--- src/rtl/uart_rx.sv ---
// UART receiver (8N1) with a small receive FIFO and a word-addressed register
// interface: DATA (pop), STATUS (sticky W1C flags), CTRL (irq enable).
module uart_rx #(
  parameter int CLK_PER_BIT = 868,
  parameter int FIFO_DEPTH  = 4
) (
  input  logic        clk,
  input  logic        reset,
  input  logic        enable_i,
  input  logic [3:0]  write_enable_i,
  input  logic [31:0] data_address_i,
  input  logic [31:0] data_i,
  output logic [31:0] data_o,
  input  logic        UART_RX,
  output logic        irq_o
);

  localparam int CW = $clog2(CLK_PER_BIT);
  localparam int PW = $clog2(FIFO_DEPTH);
  localparam logic [CW-1:0] FULL_CNT = CW'(CLK_PER_BIT - 1);
  localparam logic [CW-1:0] HALF_CNT = CW'(CLK_PER_BIT / 2 - 1);
  localparam logic [PW:0]   DEPTH_C  = (PW + 1)'(FIFO_DEPTH);

  typedef enum logic [1:0] {IDLE, START, DATA, STOP} state_t;

  state_t          state_q, state_d;
  logic [CW-1:0]   cnt_q, cnt_d;
  logic [2:0]      bit_q, bit_d;
  logic [7:0]      shift_q, shift_d;
  logic            sync1_q, sync1_d;
  logic            sync2_q, sync2_d;
  logic            prev_q, prev_d;
  logic [1:0]      settle_q, settle_d;
  logic [7:0]      mem_q [FIFO_DEPTH];
  logic [7:0]      mem_d [FIFO_DEPTH];
  logic [PW-1:0]   wr_ptr_q, wr_ptr_d;
  logic [PW-1:0]   rd_ptr_q, rd_ptr_d;
  logic [PW:0]     count_q, count_d;
  logic            overrun_q, overrun_d;
  logic            frame_err_q, frame_err_d;
  logic            irq_en_q, irq_en_d;
  logic [31:0]     data_q, data_d;
  logic            irq_q, irq_d;

  logic            fall;
  logic            push_req;
  logic            frame_set;
  logic            push_ok;
  logic            pop;
  logic            rd;
  logic            wr;
  logic [1:0]      addr;
  logic            not_empty;
  logic            full;
  logic            unused_bits;

  assign unused_bits = ^{data_address_i[31:4], data_address_i[1:0], data_i[31:4], data_i[1]};

  // The edge detector's history is held at 0 until the synchronizer has been
  // refilled from the real line, so a line already low at reset release is
  // not mistaken for a falling edge.
  always_comb begin
    sync1_d  = UART_RX;
    sync2_d  = sync1_q;
    settle_d = {settle_q[0], 1'b1};
    prev_d   = settle_q[1] ? sync2_q : 1'b0;
    fall     = prev_q & ~sync2_q;
  end

  always_comb begin
    state_d   = state_q;
    cnt_d     = cnt_q;
    bit_d     = bit_q;
    shift_d   = shift_q;
    push_req  = 1'b0;
    frame_set = 1'b0;
    case (state_q)
      IDLE: begin
        if (fall) begin
          state_d = START;
          cnt_d   = HALF_CNT;
        end
      end
      START: begin
        if (cnt_q != '0) begin
          cnt_d = cnt_q - 1'b1;
        end else if (sync2_q) begin
          state_d = IDLE;
        end else begin
          state_d = DATA;
          cnt_d   = FULL_CNT;
          bit_d   = 3'd0;
        end
      end
      DATA: begin
        if (cnt_q != '0) begin
          cnt_d = cnt_q - 1'b1;
        end else begin
          shift_d = {sync2_q, shift_q[7:1]};
          cnt_d   = FULL_CNT;
          if (bit_q == 3'd7) begin
            state_d = STOP;
          end else begin
            bit_d = bit_q + 1'b1;
          end
        end
      end
      STOP: begin
        if (cnt_q != '0) begin
          cnt_d = cnt_q - 1'b1;
        end else begin
          push_req  = sync2_q;
          frame_set = ~sync2_q;
          state_d   = IDLE;
        end
      end
      default: state_d = IDLE;
    endcase
  end

  // A pop in the same cycle frees a slot, so a push into a full FIFO is only
  // an overrun when no DATA read accompanies it.
  always_comb begin
    wr        = enable_i & (|write_enable_i);
    rd        = enable_i & ~(|write_enable_i);
    addr      = data_address_i[3:2];
    not_empty = (count_q != '0);
    full      = (count_q == DEPTH_C);
    pop       = rd & (addr == 2'd0) & not_empty;
    push_ok   = push_req & (~full | pop);

    mem_d    = mem_q;
    wr_ptr_d = wr_ptr_q;
    rd_ptr_d = rd_ptr_q;
    count_d  = count_q;
    if (push_ok) begin
      mem_d[wr_ptr_q] = shift_q;
      wr_ptr_d        = wr_ptr_q + 1'b1;
    end
    if (pop) begin
      rd_ptr_d = rd_ptr_q + 1'b1;
    end
    case ({push_ok, pop})
      2'b10:   count_d = count_q + 1'b1;
      2'b01:   count_d = count_q - 1'b1;
      default: count_d = count_q;
    endcase

    overrun_d   = overrun_q;
    frame_err_d = frame_err_q;
    irq_en_d    = irq_en_q;
    if (wr && addr == 2'd1) begin
      if (data_i[2]) overrun_d = 1'b0;
      if (data_i[3]) frame_err_d = 1'b0;
    end
    if (wr && addr == 2'd2) begin
      irq_en_d = data_i[0];
    end
    if (push_req && full && !pop) overrun_d = 1'b1;
    if (frame_set) frame_err_d = 1'b1;

    data_d = data_q;
    if (rd) begin
      case (addr)
        2'd0:    data_d = not_empty ? {24'd0, mem_q[rd_ptr_q]} : 32'd0;
        2'd1:    data_d = {28'd0, frame_err_q, overrun_q, full, not_empty};
        2'd2:    data_d = {31'd0, irq_en_q};
        default: data_d = 32'd0;
      endcase
    end

    irq_d = irq_en_q & not_empty;
  end

  always_ff @(posedge clk or posedge reset) begin
    if (reset) begin
      state_q     <= IDLE;
      cnt_q       <= '0;
      bit_q       <= '0;
      shift_q     <= '0;
      sync1_q     <= 1'b1;
      sync2_q     <= 1'b1;
      prev_q      <= 1'b0;
      settle_q    <= '0;
      for (int i = 0; i < FIFO_DEPTH; i++) mem_q[i] <= '0;
      wr_ptr_q    <= '0;
      rd_ptr_q    <= '0;
      count_q     <= '0;
      overrun_q   <= 1'b0;
      frame_err_q <= 1'b0;
      irq_en_q    <= 1'b0;
      data_q      <= '0;
      irq_q       <= 1'b0;
    end else begin
      state_q     <= state_d;
      cnt_q       <= cnt_d;
      bit_q       <= bit_d;
      shift_q     <= shift_d;
      sync1_q     <= sync1_d;
      sync2_q     <= sync2_d;
      prev_q      <= prev_d;
      settle_q    <= settle_d;
      mem_q       <= mem_d;
      wr_ptr_q    <= wr_ptr_d;
      rd_ptr_q    <= rd_ptr_d;
      count_q     <= count_d;
      overrun_q   <= overrun_d;
      frame_err_q <= frame_err_d;
      irq_en_q    <= irq_en_d;
      data_q      <= data_d;
      irq_q       <= irq_d;
    end
  end

  assign data_o = data_q;
  assign irq_o  = irq_q;

endmodule

--- config.mk ---
export PLATFORM = sky130hd
export DESIGN_NAME = uart_rx
export DESIGN_NICKNAME = d
export VERILOG_FILES = /design/src/rtl/uart_rx.sv
export SDC_FILE = /design/constraint.sdc
export NUM_CORES = 1
export LEC_CHECK = 0
export BUFFER_PORTS_ARGS = -buffer_cell sky130_fd_sc_hd__buf_2
export CORE_ASPECT_RATIO = 1.4
export CORE_MARGIN = 3
export CORE_UTILIZATION = 45
export DETAILED_ROUTE_END_ITERATION = 8
export HOLD_SLACK_MARGIN = 0.03
export PLACE_DENSITY = 0.81
export SKIP_CTS_REPAIR_TIMING = 1
export SYNTH_ARGS = -nofsm -noshare
export SYNTH_HDL_FRONTEND = slang
export SYNTH_SLANG_ARGS = --single-unit
export TNS_END_PERCENT = 5
--- constraint.sdc ---
create_clock -name clk -period 3.85 [get_ports clk]
set_input_delay 0.9625 -clock clk [delete_from_list [all_inputs] [get_ports clk]]
set_output_delay 0.9625 -clock clk [all_outputs]
set_load 0.02 [all_outputs]
Word-level counts from Yosys, hierarchy flattened:

Cells that the tools add are included.

* flip-flop bits (word level): 103
* bits of input ports: 72
* output and inout port bits: 33

* add/sub/neg operators: 6
* order comparisons: 3
* equality and inequality tests: 18
* multiplexer cells: 38
* bitwise logic cells: 14
* reduce and logical (&&, ||, !) cells: 23

Operator list (number)
* two-way mux 10 bit: 5
* one-hot mux 10 bit (4 select lines): 1
* bitwise mux 32 bit: 1
* two-way mux 8 bit: 4
* one-hot mux 8 bit (3 select lines): 1
* binary-select mux 8 bit (select 2 bit): 1
* demux 8 bit (select 2 bit): 1
* != test 2 bit (second input constant): 8
* two-way mux 2 bit: 6
* two-way mux 3 bit: 4
* one-hot mux 3 bit (2 select lines): 2
* nonzero test 2 bit: 6
* two-way mux 1 bit: 11
* AND reduction 5 bit: 2
* nonzero test 10 bit: 1
* subtractor 10 x 1 -> 10 bit (second input constant): 1
* equality test 2 bit (second input constant): 4
* one-hot mux 2 bit (4 select lines): 1
* bitwise AND 1 bit: 7
* adder 3 x 1 -> 3 bit (second input constant): 2
* equality test 2 x 1 -> 1 bit (second input constant): 3
* equality test 3 bit (second input constant): 2
* >= comparator 3 bit (second input constant): 2
* inverter 2 -> 3 bit: 2
* other kinds (13): 24

Depth between registers and ports, before layout:

Gate-level depths: netlist (run 1).

* depth after elaboration: 9
* gate-level depth with buffers: 10

Worst setup path after synthesis (run 1):

Ideal clock, no wire load.

* path kind: input port to flip-flop
* from: in write_enable_i[1]
* to: reg count_q[2]
* arrival time: 3.010 ns
* data required time: 3.756 ns
* path slack: 0.746 ns
* stages: 7
* path through: nor4_2 and4_1 buf_4 nand2_1 fa_1 or4_1 a211oi_1

* longest elaborated chain between the ends: 9
* elaborated cells on any way between the ends: 11
* classes of those cells: eq/ne (2); mux (1); bitwise (6); reduce/logical (2)

Ends and longest elaborated chain
* from (decl): RTL line 10 `input logic [3:0] write_enable_i,`
* OR reduction 4 bit (*): RTL line 125 `rd = enable_i & ~(|write_enable_i);`
* inverter 1 bit (*): RTL line 125
* bitwise AND 1 bit (*): RTL line 125
* bitwise AND 1 bit (*) (2 in a row): RTL line 129 `pop = rd & (addr == 2'd0) & not_empty;`
* OR 1 bit: RTL line 130 `push_ok = push_req & (~full | pop);`
* bitwise AND 1 bit: RTL line 130
* equality test 2 x 1 -> 1 bit or equality test 2 bit (tied branches): RTL line 143 `case ({push_ok, pop})`
* one-hot mux 3 bit (2 select lines) or nonzero test 2 bit (tied branches)
* to (signal assigned): RTL line 206 `count_q <= count_d;`
* to (decl): RTL line 38 `logic [PW:0] count_q, count_d;`

Every way passes the cells marked *; elsewhere a longest branch is shown, timed or not.
A chain may end at the register's enable or synchronous reset.

Final worst setup path (run 1):

* from: in data_address_i[3]
* to: reg count_q[2]

* longest elaborated chain between the ends: 7
* elaborated cells on any way between the ends: 9
* classes of those cells: eq/ne (2); mux (1); bitwise (4); reduce/logical (2)

Ends and longest elaborated chain
* from (decl): RTL line 11 `input logic [31:0] data_address_i,`
* logical NOT 2 bit (*): RTL line 129
* bitwise AND 1 bit (*) (2 in a row): RTL line 129
* OR 1 bit: RTL line 130
* bitwise AND 1 bit: RTL line 130
* equality test 2 x 1 -> 1 bit or equality test 2 bit (tied branches): RTL line 143
* one-hot mux 3 bit (2 select lines) or nonzero test 2 bit (tied branches)

Marked as above.

==> summary.md, run 1 <==
| Metric | Value |
|---|---|
| First-pass GRT wire length | approximately 14000 µm |
| Post-synthesis sequential area ratio | 46.3% |
| Fin. Hold Viols | 0 |
| Vias in the first global route | 2924 |
| Setup crit start kind | input pin |
| Final min period | roughly 2.7 ns |
| Clock Tree Root | clkbuf_16 |
| Final wirelength | approximately 8500 µm |
| Distinct cells, synth | 70 |
| Req. time, crit path | a little over 4 ns |
| CP top delay family | simple AND/OR/NAND/NOR gates |
| Tot GR Track Use | approximately 17% |
| Placed cell area | approximately 0.0044 mm² |
| CTS tree | done |
| Synth Instances | between 300 and 400 |
| Tightest Pin Transition | about 0.69 ns |
| Synth warn | 0 |
| WL/cell | 17.5 µm |
| Total grt overflow | 0 |
| Relative slew slack | a little over half |
| Number of synthesized register bits | slightly below 80 |
| Final nets | 457 |
| Met1 usage | a little under a fifth |
| Met3 usage | ~2.9% |
| Type of the worst setup path | in -> reg |
| CP max stage delay | ~0.53 ns |
| RD Place Congestion | roughly 0.91 |
| Htree depth | 3 |
| CTS Buffer Depth | 2 |
| Final worst-path cycle share | 71.0% |
| # rows | between 40 and 50 |
| Clock Latency Late Sink | ~0.34 ns |
| First-pass DRT Iterations | 4 |
| Outcome | finished clean |
| Core area | ~0.0091 mm² |
| Primary FF master, synth | dfrtp_1 |
| Routed vias/inst | roughly 5.9 |
| CP Buf/Inv Count | 1 |
| VDD IR-drop max | roughly 0.26 mV |
| Maximum clock frequency | 366 MHz |
| Gate power share | 30.3% |
| Sw Pwr | around 950 µW |
| Most common cell after layout, fill and taps aside | dfrtp_1 |
| Starting DRC count in detailed routing | 100 |
| Clock share of power | between 30% and 40% |
| Crit-path cells | buf_2 -> nor2_1 -> and4_1 -> nand2_1 -> fa_1 -> or4_1 -> a211oi_1 |
| P per Cell Area | 581 mW/mm² |
| Area of the mapped netlist | between 0.004 and 0.005 mm² |
| Final instance area | 0.00471 mm² |
| Sequential Power Share | 36.5% |
| Clk sinks | 79 |
| Io pins | 105 |
| Overall Power | 2.73 mW |
| CP Data Arrival Time | slightly below 3 ns |
| RSZ-0062 raised after global routing | false |
| Avg Cell Area, Syn | 12.3 µm² |
| Die Area | roughly 0.011 mm² |
| Initial antenna violation count | 0 |
| Pleak | approximately 2.2 nW |
| Most frequent cells in the layout | 77 x dfrtp_1, 43 x mux2_2, 25 x conb_1, 21 x buf_2, 17 x inv_1 |
| IO Port Bufs | 21 |
| Grt peak-use layer | met2 |
| Number of max-cap violations | 0 |
| CP Capture Type | flip-flop |
| Die width | 88.4 µm |
| Share of layout cells above drive strength 1 | 31.4% |
| DRC viols | 0 |
| Routed Antenna Nets | 0 |
| Area grow syn2layout | 10.1% |
| Final setup TNS | 0 ns |
| DP HPWL | a little under 6000 µm |
| CP max FO | 7 |
| Global Route met2 Usage | between 20% and 30% |
| EDFF count, synth | 0 |
| Die height | 121 µm |
| Ys async rst share | 100% |
| CTS clk-pin slew, worst paths | 0.06 ns |
| Hold_ws | about 0.35 ns |
| Largest net degree at the start of global routing | just under 70 |
| Cts bufs inserted | 9 |
| Vias | between 2000 and 3000 |
| Internal | roughly 1.8 mW |
| Slowest CP cell | or4_1 |
| Clock skew | 0.00710 ns |
| ANT cells | 0 |
| HP Class | reg -> reg |
| Final setup fails | 0 |
| Sw frac | between 30% and 40% |
| Initial Util | a little under half |
| Slew Limit Fails | 0 |
stage by stage:
step	worst slack (ns)	cells	util, %
floorplan	0.746	372	-
global placement	0.854	467	48.0
detailed placement	0.757	467	48.0
CTS	1.13	483	51.5
global route	0.975	483	51.5
finish	1.11	483	51.5
cell families after synthesis:
kind of cell / Yosys count / synth area share [%]
muxes: 54 / 16.3
buffers and inverters: 56 / 7.78
xor gates and xnor gates: 3 / 0.615
and+or+nand+nor: 78 / 12.6
AOI/OAI and AO/OA: 63 / 11.9
other: 2 / 0.176
DFF: 79 / 46.3
adders and majority gates: 14 / 4.27
synthesized netlist by cell type (3+ instances only):
cell type | number | share of area [%]
nand2_1 | 14 | 1.2
a22o_1 | 6 | 1.2
inv_1 | 18 | 1.6
xnor2_1 | 3 | 0.61
mux2_2 | 43 | 11
buf_4 | 27 | 4.7
nand2b_1 | 3 | 0.44
or4_1 | 3 | 0.53
a211o_1 | 4 | 0.82
a31oi_1 | 6 | 0.88
mux4_2 | 8 | 4.2
nor2_1 | 10 | 0.88
ha_1 | 13 | 3.8
nor4_1 | 4 | 0.59
a211oi_1 | 5 | 0.88
dfrtp_1 | 77 | 45
a41oi_1 | 4 | 0.82
buf_2 | 5 | 0.59
nand3_4 | 4 | 1.6
a21oi_1 | 5 | 0.59
o31ai_1 | 3 | 0.53
clkbuf_1 | 4 | 0.35
nor3_1 | 8 | 0.94
o21ai_0 | 8 | 0.94
nand4_1 | 6 | 0.88
worst register-to-register path: stages, from the launching register on:
cell      delay [ns]
dfrtp_1         0.46
inv_1           0.10
ha_1            0.21
and2b_2         0.27
nand4_4         0.17
nand2_1         0.11
fa_1            0.42
or4_1           0.53
a211oi_1        0.22
routing by layer:
metal | share of wire (%) | wire, µm
met2 | 54 | 4570
met3 | 3.7 | 309
met5 | 0 | 0
met1 | 38 | 3200
met4 | 4.4 | 371
power by group through the flow:
stage / logic [mW] / registers, mW / clock network, mW
finish: 0.829 / 0.998 / 0.906
global route: 0.903 / 1.01 / 0.955
CTS: 0.818 / 0.998 / 0.924
detailed placement: 0.812 / 1.01 / 0
global placement: 0.784 / 1.00 / 0
floorplan: 0.679 / 0.992 / 0
final cells by class:
cell class	count	area, µm²
clock buffers	9	225
clock inverters	7	95.1
fillers	774	4430
inverters	18	67.6
multi-input cells	237	2050
flip-flops and latches	79	1980
well taps	107	134
repair buffers	26	155
sequential cells by signal, indices dropped and copies added, names as in the netlist, named ones only:
name,flops
bit_q,3
cnt_q,10
count_q,3
data_o,8
frame_err_q,1
irq_en_q,1
irq_o,1
mem_q,32
overrun_q,1
prev_q,1
rd_ptr_q,2
settle_q,2
shift_q,8
state_q,1
sync1_q,1
sync2_q,1
wr_ptr_q,2
final timing paths:
kind	from	endpoint	slack, ns	cells past startpoint
worst max-delay path	data_address_i[3]	count_q[2]	1.11	7
worst min-delay path	settle_q[0]	settle_q[1]	0.35	0
worst max register to register	cnt_q[0]	count_q[2]	1.28	8
worst min register to register	settle_q[0]	settle_q[1]	0.35	0
max in group asynchronous	reset	mem_q[16]	2.64	3
min in group asynchronous	reset	cnt_q[1]	0.56	2
(Power assumes the default switching activity.)
==> inputs of run 2 (changes only) <==
- PLACE_DENSITY: 0.81 -> 0.84
- clock period: 3.85 -> 2.25 ns (I/O delays scaled with it)
==> run 2 against run 1 <==
  * Worst setup slack worse by 1.0 ns
  * Count of clock-buffer cells in the layout unchanged
  * Sequential power up 70%
  * Register-to-register slack worse by 1.2 ns
  * Highest routed layer unchanged
  * Utilization up 3.0 points
  * Die area unchanged
  * Design area up 5.9%
  * Clock skew about the same
  * Clock power up 88%
==> summary.md, run 2 (same netlist as run 1, synthesis figures left out) <==
| Metric | Value |
|---|---|
| Outcome | finished clean |
| Type of the worst setup path | reg -> reg |
| Number of max-cap violations | 0 (unchanged) |
| Final setup fails | 0 (unchanged) |
| CP Capture Type | flip-flop |
| VDD IR-drop max | 0.476 mV (+82%) |
| CP Data Arrival Time | 2.43 ns (-0.55 ns) |
| Cts bufs inserted | 9 (unchanged) |
| Final wirelength | 8760 µm (+3.7%) |
| Final min period | approximately 2.2 ns |
| Tot GR Track Use | 17.9% (+0.69 points) |
| P per Cell Area | 1010 mW/mm² (+73%) |
| CP max FO | 8 (+1) |
| DRC viols | 0 (unchanged) |
| Largest net degree at the start of global routing | 31 (-54%) |
| Starting DRC count in detailed routing | 170 (+70%) |
| Number of flip-flops in the largest register | 32 (unchanged) |
| Pleak | 2.34 nW (+6.5%) |
| Clock skew | 0.00751 ns (+0.000410 ns) |
| Placed cell area | 0.00458 mm² (+4.4%) |
| Most common cell after layout, fill and taps aside | dfrtp_1 |
| IO Port Bufs | 21 (unchanged) |
| Fill cells | 723 (-6.6%) |
| Setup crit start kind | flip-flop |
| Initial antenna violation count | 0 (unchanged) |
| Die width | 88.4 µm (unchanged) |
| Die Area | 0.0107 mm² (unchanged) |
| Io pins | 105 (unchanged) |
| Total grt overflow | 0 (unchanged) |
| Tightest Pin Transition | 0.630 ns (-0.0621 ns) |
| Final instance area | 0.00498 mm² (+5.9%) |
| Req. time, crit path | 2.51 ns (-1.58 ns) |
| Routed vias/inst | 5.79 (-0.98%) |
| Area occupied by multi-input gates | 0.00209 mm² (+1.9%) |
| Vias | 2943 (+4.1%) |
| Biggest regs | mem_q (32), cnt_q (10) |
| Sequential cell area | 0.00198 mm² (unchanged) |
| Maximum clock frequency | between 400 and 500 MHz |
| Clk sinks | 79 (unchanged) |
| Routed Antenna Nets | 0 (unchanged) |
| Htree depth | 3 (unchanged) |
| WL/cell | 17.2 µm (-1.4%) |
| DP HPWL | 6210 µm (+4.9%) |
| Relative slew slack | 57.9% (+4.1 points) |
| First-pass DRT Iterations | 4 (unchanged) |
| Area grow syn2layout | 16.5% |
| Slew Limit Fails | 0 (unchanged) |
| Biggest register | mem_q |
| Initial Util | 46.8% (unchanged) |
| Fin. Hold Viols | 0 (unchanged) |
| ANT cells | 0 (unchanged) |
| Hold_ws | 0.299 ns (-0.0485 ns) |
| RD Place Congestion | 0.844 (-7.4%) |
| First-pass GRT wire length | 14600 µm (+3.5%) |
| Vias in the first global route | 3008 (+2.9%) |
| Final nets | 482 (+5.5%) |
| Core area | 0.00913 mm² (unchanged) |
| Clock Tree Root | clkbuf_16 |
| Final worst-path cycle share | a little over nine tenths |
| # rows | 41 (unchanged) |
| Share of layout cells above drive strength 1 | 37.7% (+6.3 points) |
| Most frequent cells in the layout | 77 x dfrtp_1, 43 x mux2_2, 28 x buf_4, 25 x conb_1, 21 x buf_2 |
| Clock Latency Late Sink | 0.34 ns (about the same) |
| CTS clk-pin slew, worst paths | 0.06 ns (about the same) |
| HP Class | in -> async |
| CTS tree | done |
| CTS Buffer Depth | 2 (unchanged) |
| Die height | 121 µm (unchanged) |
==> run 2: cell types whose count changed in the layout (fill, tap and decap cells not counted), sizes merged <==
cell	delta
clkinv	-1
buf	+25
clkinvlp	+1
bufinv	+1
inv	-1
==> run 2: final cells by class <==
cell class                      instances  share of cell area, %
Multi-Input combinational cell        237                   41.9
Sequential cell                        79                   39.7
Timing Repair Buffer                   51                   7.13
Clock buffer                            9                   4.52
Tap cell                              107                   2.69
Clock inverter                          7                   2.59
Inverter                               18                   1.43
==> run 2: path summary, 6_finish.rpt <==
check                       startpoint           to  slack, ns  cells past startpoint
min in group clk               UART_RX      sync1_q       0.32                      1
min reg2reg                settle_q[0]  settle_q[1]       0.35                      0
max                           cnt_q[8]   count_q[2]       0.08                      6
max in group asynchronous        reset    data_o[4]       1.40                      3
max reg2reg                   cnt_q[8]   count_q[2]       0.08                      6
min                              reset     cnt_q[0]       0.30                      2
==> run 2: critical path, cell delays in order, from the launching register on <==
cell and delay (ns):
dfrtp_1 0.46, nor4_4 0.39, nand4_4 0.17, buf_4 0.17, buf_4 0.15, or4_4 0.53, a211oi_2 0.22
==> run 2: power breakdown <==
part	internal (mW)	total [mW]	switching [mW]
logic	0.668	1.62	0.949
clock network	1.10	1.70	0.601
registers	1.55	1.70	0.151
total	3.31	5.01	1.70
==> run 2: metrics by stage <==
| stage | setup TNS, ns | power (mW) | setup slack, ns | util (%) | instances |
|---|---|---|---|---|---|
| 2_1_floorplan | -0.454 | 2.86 | -0.294 | - | 372 |
| 3_3_place_gp | -0.241 | 3.19 | -0.180 | 50.1 | 489 |
| 3_5_place_dp | -0.328 | 3.26 | -0.227 | 50.1 | 489 |
| 4_1_cts | 0 | 5.00 | 0.0353 | 54.0 | 505 |
| 5_1_grt | -0.00282 | 5.29 | -0.00282 | 54.6 | 508 |
| 6_report | 0 | 5.01 | 0.0754 | 54.6 | 508 |
==> run 2: routing by layer <==
layer	global-route usage [%]	wire length, µm	vias to the layer above
li1	-	-	1349
met1	19.1	3300	1482
met2	31.8	4860	92
met3	4.08	318	20
met4	9.74	293	0
met5	0	0	-
